--- src/rtl/ahb_divider_slave.sv ---
// AHB-Lite slave wrapping a 32-bit radix-2 restoring divider with wait states on result reads.
// Optional define DIV_IRQ_EN adds the DIV_IRQ completion interrupt and STATUS bit3.
//
// state  | meaning
// S_IDLE | waiting for START; results and flags hold
// S_RUN  | one shift-subtract step per cycle on operand magnitudes
// S_FIX  | apply signs / divide-by-zero result, write outputs
module ahb_divider_slave #(
    parameter int ADDR_W = 8,
    parameter int ITER   = 32
) (
    input  logic              HCLK,
    input  logic              HRESETn,
    input  logic              HSEL,
    input  logic [ADDR_W-1:0] HADDR,
    input  logic [1:0]        HTRANS,
    input  logic              HWRITE,
    input  logic [2:0]        HSIZE,
    input  logic [2:0]        HBURST,
    input  logic [31:0]       HWDATA,
    input  logic              HREADY,
`ifdef DIV_IRQ_EN
    output logic              DIV_IRQ,
`endif
    output logic [31:0]       HRDATA,
    output logic              HREADYOUT,
    output logic [1:0]        HRESP
);
    localparam int AW = ADDR_W - 2;
    localparam int CW = $clog2(ITER);
    localparam logic [AW-1:0] A_DIVIDEND = AW'(0);
    localparam logic [AW-1:0] A_DIVISOR  = AW'(1);
    localparam logic [AW-1:0] A_CTRL     = AW'(2);
    localparam logic [AW-1:0] A_STATUS   = AW'(3);
    localparam logic [AW-1:0] A_QUOT     = AW'(4);
    localparam logic [AW-1:0] A_REM      = AW'(5);

    typedef enum logic [1:0] {S_IDLE, S_RUN, S_FIX} state_t;
    state_t state, state_nxt;

    logic          dp_valid, dp_write;
    logic [AW-1:0] dp_addr;
    logic [31:0]   dividend_r, divisor_r, quo_r, rem_r, dvs_r, q_out, r_out;
    logic [CW-1:0] cnt_r;
    logic          neg_q_r, neg_r_r, busy_r, done_r, dz_r, irq_bit;
    logic          wr_commit, start_acc, stall;
    logic [31:0]   abs_dd, abs_dv, fix_q, fix_r;
    logic [32:0]   r_shift, r_diff;

    logic unused_ok;
    assign unused_ok = ^{HSIZE, HBURST, HADDR[1:0], HTRANS[0]};

    always_ff @(posedge HCLK or negedge HRESETn) begin
        if (!HRESETn) begin
            dp_valid <= 1'b0;
            dp_write <= 1'b0;
            dp_addr  <= '0;
        end else if (HREADY) begin
            dp_valid <= HSEL & HTRANS[1];
            dp_write <= HWRITE;
            dp_addr  <= HADDR[ADDR_W-1:2];
        end
    end

    assign wr_commit = dp_valid & dp_write & HREADYOUT;
    assign start_acc = wr_commit & (dp_addr == A_CTRL) & HWDATA[0] & (state == S_IDLE);

    assign abs_dd  = (HWDATA[1] & dividend_r[31]) ? (~dividend_r + 32'd1) : dividend_r;
    assign abs_dv  = (HWDATA[1] & divisor_r[31])  ? (~divisor_r + 32'd1)  : divisor_r;
    assign r_shift = {rem_r, quo_r[31]};
    assign r_diff  = r_shift - {1'b0, dvs_r};

    // On divide-by-zero quo_r carries the raw dividend straight through to REMAINDER.
    assign fix_q = (dvs_r == 32'd0) ? 32'hFFFF_FFFF : (neg_q_r ? (~quo_r + 32'd1) : quo_r);
    assign fix_r = (dvs_r == 32'd0) ? quo_r : (neg_r_r ? (~rem_r + 32'd1) : rem_r);

    always_ff @(posedge HCLK or negedge HRESETn) begin
        if (!HRESETn) state <= S_IDLE;
        else          state <= state_nxt;
    end

    always_comb begin
        state_nxt = state;
        case (state)
            S_IDLE: if (start_acc) state_nxt = (divisor_r == 32'd0) ? S_FIX : S_RUN;
            S_RUN:  if (cnt_r == CW'(ITER - 1)) state_nxt = S_FIX;
            S_FIX:  state_nxt = S_IDLE;
            default: state_nxt = S_IDLE;
        endcase
    end

    always_ff @(posedge HCLK or negedge HRESETn) begin
        if (!HRESETn) begin
            dividend_r <= '0; divisor_r <= '0; quo_r <= '0; rem_r <= '0; dvs_r <= '0;
            q_out <= '0; r_out <= '0; cnt_r <= '0;
            neg_q_r <= 1'b0; neg_r_r <= 1'b0; busy_r <= 1'b0; done_r <= 1'b0; dz_r <= 1'b0;
        end else begin
            if (wr_commit && dp_addr == A_DIVIDEND) dividend_r <= HWDATA;
            if (wr_commit && dp_addr == A_DIVISOR)  divisor_r  <= HWDATA;
            case (state)
                S_IDLE: if (start_acc) begin
                    busy_r  <= 1'b1;
                    done_r  <= 1'b0;
                    dz_r    <= 1'b0;
                    cnt_r   <= '0;
                    rem_r   <= '0;
                    dvs_r   <= abs_dv;
                    quo_r   <= (divisor_r == 32'd0) ? dividend_r : abs_dd;
                    neg_q_r <= HWDATA[1] & (dividend_r[31] ^ divisor_r[31]);
                    neg_r_r <= HWDATA[1] & dividend_r[31];
                end
                S_RUN: begin
                    quo_r <= {quo_r[30:0], ~r_diff[32]};
                    rem_r <= r_diff[32] ? r_shift[31:0] : r_diff[31:0];
                    cnt_r <= cnt_r + 1'b1;
                end
                S_FIX: begin
                    q_out  <= fix_q;
                    r_out  <= fix_r;
                    busy_r <= 1'b0;
                    done_r <= 1'b1;
                    dz_r   <= (dvs_r == 32'd0);
                end
                default: ;
            endcase
        end
    end

`ifdef DIV_IRQ_EN
    logic irq_r;
    always_ff @(posedge HCLK or negedge HRESETn) begin
        if (!HRESETn)
            irq_r <= 1'b0;
        else if (state == S_FIX)
            irq_r <= 1'b1;
        else if (start_acc || (wr_commit && dp_addr == A_STATUS && HWDATA[1]))
            irq_r <= 1'b0;
    end
    assign DIV_IRQ = irq_r;
    assign irq_bit = irq_r;
`else
    assign irq_bit = 1'b0;
`endif

    // In S_FIX the final result is already valid, so a pending result read completes there.
    assign stall     = dp_valid & ~dp_write & ((dp_addr == A_QUOT) | (dp_addr == A_REM)) &
                       (state == S_RUN);
    assign HREADYOUT = ~stall;
    assign HRESP     = 2'b00;

    always_comb begin
        HRDATA = 32'd0;
        if (dp_valid && !dp_write) begin
            case (dp_addr)
                A_DIVIDEND: HRDATA = dividend_r;
                A_DIVISOR:  HRDATA = divisor_r;
                A_STATUS:   HRDATA = {28'd0, irq_bit, dz_r, done_r, busy_r};
                A_QUOT:     HRDATA = (state == S_FIX) ? fix_q : q_out;
                A_REM:      HRDATA = (state == S_FIX) ? fix_r : r_out;
                default:    HRDATA = 32'd0;
            endcase
        end
    end
endmodule

--- config.mk ---
export PLATFORM = sky130hd
export DESIGN_NAME = ahb_divider_slave
export DESIGN_NICKNAME = d
export VERILOG_FILES = /design/src/rtl/ahb_divider_slave.sv
export SDC_FILE = /design/constraint.sdc
export NUM_CORES = 1
export LEC_CHECK = 0
export BUFFER_PORTS_ARGS = -buffer_cell sky130_fd_sc_hd__buf_4
export CORE_MARGIN = 1.5
export CORE_UTILIZATION = 25
export DETAILED_ROUTE_END_ITERATION = 10
export PLACE_DENSITY = 0.48
export SLEW_MARGIN = 15
export SYNTH_ARGS = -nofsm -noshare
export SYNTH_HDL_FRONTEND = slang
export SYNTH_SLANG_ARGS = --single-unit
--- constraint.sdc ---
create_clock -name HCLK -period 6.95 [get_ports HCLK]
set_input_delay 0 -clock HCLK [delete_from_list [all_inputs] [get_ports HCLK]]
set_output_delay 0 -clock HCLK [all_outputs]
set_load 0.02 [all_outputs]
==> metrics.sh <==
WORST_SETUP_PATH_START_KIND='flip-flop'
CLOCK_TREE_FROM_TRITONCTS='yes'
INSERTION_DELAY_NS=0.60
UTILIZATION_AFTER_LAYOUT_PCT=30.0
POST-ROUTE-DRC-COUNT=0
TIMING.REG2REG.SETUP_SLACK_NS=2.48
FIN_TOTAL_PWR_mW=5.82
LAYOUT_COMMON_CELLS='sky130_fd_sc_hd__dfrtp_1 (243), sky130_fd_sc_hd__nand2_1 (192), sky130_fd_sc_hd__o21ai_0 (158), sky130_fd_sc_hd__nor2_1 (102), sky130_fd_sc_hd__buf_4 (102)'
YOSYSWARNINGS=0
SYNTH_AREA_LEADERS='sky130_fd_sc_hd__dfrtp_1 (39%), sky130_fd_sc_hd__o21ai_0 (5.1%), sky130_fd_sc_hd__mux2_2 (4.8%)'
MAXIMUM_FANOUT_ALONG_THE_WORST_PATH=10
TOTALWIRELENGTH_UM=56100
HOLD_SLACK_NS=0.111
PLACE.GP.CONGESTION=0.855
CTS_ROOT_BUF='sky130_fd_sc_hd__clkbuf_16'
CLKTRANSATPATHREGS_NS=0.06
SYNTHTOLAYOUTAREAGROWTH_PCT=18.2
POSTSYNTHCELLCOUNT=1753
TIGHTESTPINTRANSITION_NS=1.09
GRT.OVERFLOW.TOTAL=0
HOLD_CLASS='primary input to asynchronous set/reset pin'
SYNTH_TOP_CELL_BY_AREA='sky130_fd_sc_hd__dfrtp_1'
NETS=1908
FINAL.PERIOD_UTILIZATION_PCT=66.9
POST-CTS-SETUP-BUFFERS=0
CPLARGESTDELAYFAMILY='simple AND/OR/NAND/NOR gates'
DRIVE_GT1_SHARE_PCT=13.4
WORST_SLEW_MARGIN_REL_PCT=27.5
YOSYS.AREA.TOP_TYPE_SHARE_PCT=39.0
SEQUENTIAL_AREA_SHARE_AFTER_SYNTHESIS_PCT=39.0
FIRST_ITER_VIOLATIONS=1173
SYNTHFLOPTYPE='sky130_fd_sc_hd__dfrtp_1'
FINAL_COMMON_CELL='sky130_fd_sc_hd__dfrtp_1'
ANTENNA_FOUND_INITIAL=3
WORST_ENDPOINT_DATA_ARRIVAL_TIME_NS=4.65
FIRST_PASS_GRT_WIRE_LENGTH_UM=85800
CRIT_PATH_MAX_INCR_DELAY_NS=0.61
DIE_AREA_UM2=64200
CTS.SINKS=244
CP.REQUIRED_NS=6.95
MAX-VDD-IR-DROP_V=0.000213
GRT_PASS1_VIAS=13400
WORSTPATHBUFFERINVERTERCOUNT=1
PORT_BUFFERS=76
DRV.MAX_CAP_VIOLATION_COUNT=0
CTS_REPAIR_RESIZE_COUNT=0
CTS_BUFFER_DEPTH=3
N_ANTENNA_CELL=0
CORE.ROWCOUNT=91
CP_SLOWEST_CELL='sky130_fd_sc_hd__or4_4'
ANTENNA_LEFT=0
PERIOD_MINUS_SLACK_NS=4.65
SYNTH_AREA_PER_CELL_UM2=8.93
SYNTH-SEQ-CELLS=244
FLOORPLAN.IO_PINS=88
TIMING.SETUP.CRITICAL_PATH_CLASS='flip-flop to output port'
FINAL_WORST_CLOCK_SKEW_NS=0.0289
HOLD_VIOL=0
STATUS='completed'
VIAS_PER_CELL=5.18
SYNTH_AREA_UM2=15700
FINAL-MAX-SLEW-VIOLATION-COUNT=0
CRIT-REG2REG-LAUNCH='quo_r[31]'
CTS_INSERTED_BUFFERS=30
SETUP_REPAIR_AFTER_GLOBAL_ROUTING_MISSED_ITS_MARGIN='false'
POWER_DENSITY_nW_PER_UM2=314
SYNTH.LIB_CELLS_USED.DISTINCT=75
WL_PER_CELL_UM=21.0
TIMING.CRITICAL_PATH.FROM='rem_r[10]'
CRIT_PATH_FREQUENT_CELL='sky130_fd_sc_hd__or4_4'
GRT.TOTAL_USAGE_PCT=17.4
GRT_MAX_DEGREE=132
FINAL_NUMBER_OF_SETUP_VIOLATING_ENDPOINTS=0
FIRSTDRTPASSITERS=5
SYNTH_EDF_COUNT=0
P_LEAK_nW=7.75
CORE-AREA_UM2=61800
MAX_FREQ_GHz=0.215
WORSTSETUPENDPOINTTYPE='output port'
HPWLAFTERDP_UM=40800
POSTSYNTH.ASYNCRESETSHARE_PCT=100
DIE_HEIGHT_UM=253
TOTALNEGATIVESETUPSLACK_NS=0
ROUTED-VIA-COUNT=13800
DIE_WIDTH_UM=253
TIMING.CRITICAL_PATH.CELLS='or4_4 -> or4_4 -> or2_2 -> o41ai_1 -> xor2_1 -> a211o_1 -> a21o_1 -> a311oi_1 -> buf_4'
CTS_H_TREE_DEPTH=1
START_UTIL_PCT=25.3
metal layers:
layer / GRT usage, % / routed length, µm
met1: 25.6 / 26900
met2: 25.7 / 24000
met3: 3.46 / 3810
met4: 4.19 / 1370
met5: 0 / 13
sequential cells by signal, indices dropped and copies added, names as in the netlist:
register,count
neg_q_r,1
neg_r_r,1
dp_valid,1
dp_addr,6
quo_r,32
busy_r,1
done_r,1
dividend_r,32
divisor_r,32
q_out,32
r_out,32
dvs_r,32
rem_r,32
state,2
cnt_r,5
dz_r,1
dp_write,1
path summary, 6_finish.rpt:
kind	endpoint	cells after the start
worst min register to register	r_out[31]	2
worst max register to register	rem_r[7]	12
max in group asynchronous	dividend_r[3]	3
min in group HCLK	dividend_r[11]	3
worst max-delay path	HRDATA[31]	9
worst min-delay path	r_out[20]	2
area by class of cell:
class,count,area [µm²]
Fill cell,6527,43300
Clock inverter,5,78.8
Clock buffer,47,905
Multi-Input combinational cell,1330,8860
Timing Repair Buffer,155,1310
Inverter,55,206
Sequential cell,244,6110
Tap cell,837,1050
cells by family (layout without fill, tap and decap cells):
family | after synthesis | count (layout) | synth area share (%)
AOI/OAI and AO/OA | 519 | 519 | 21.8
xor gates and xnor gates | 135 | 135 | 7.55
adders and majority gates | 39 | 39 | 3.16
buffers and inverters | 180 | 262 | 4.76
DFF | 244 | 244 | 39.0
muxes | 116 | 116 | 7.95
other | 1 | 2 | 0.0239
and+or+nand+nor | 519 | 519 | 15.8
cells in the mapped netlist, types with 33 or more instances:
| library cell | count |
|---|---|
| sky130_fd_sc_hd__o31ai_1 | 35 |
| sky130_fd_sc_hd__dfrtp_1 | 244 |
| sky130_fd_sc_hd__a21oi_1 | 77 |
| sky130_fd_sc_hd__nor2_1 | 104 |
| sky130_fd_sc_hd__nor3_1 | 38 |
| sky130_fd_sc_hd__nand3_1 | 33 |
| sky130_fd_sc_hd__mux2i_1 | 49 |
| sky130_fd_sc_hd__nand2_1 | 192 |
| sky130_fd_sc_hd__xnor2_1 | 61 |
| sky130_fd_sc_hd__o21ai_0 | 159 |
| sky130_fd_sc_hd__a22oi_1 | 36 |
| sky130_fd_sc_hd__mux2_2 | 67 |
| sky130_fd_sc_hd__inv_1 | 54 |
| sky130_fd_sc_hd__ha_1 | 38 |
| sky130_fd_sc_hd__clkbuf_1 | 105 |
| sky130_fd_sc_hd__xor2_1 | 74 |
power by group:
| group | internal [mW] | switching (mW) |
|---|---|---|
| clock network | 0.924 | 0.644 |
| logic | 0.875 | 1.45 |
| registers | 1.59 | 0.333 |
repair_timing:
item | 4_1_cts | 5_1_grt
endpoints found under the setup margin | 0 | 0
hold endpoints to repair | 188 | 0
hold buffers | 51 | 0
stage by stage:
stage          cells  cell area (µm²)  setup WS (ns)
2_1_floorplan   1754            15700           3.39
3_3_place_gp    2570            17000           2.54
3_5_place_dp    2570            17000           2.53
4_1_cts         2673            18500           2.32
5_1_grt         2673            18500           2.13
6_report        2673            18500           2.30
Power figures use the tool's default switching activity.
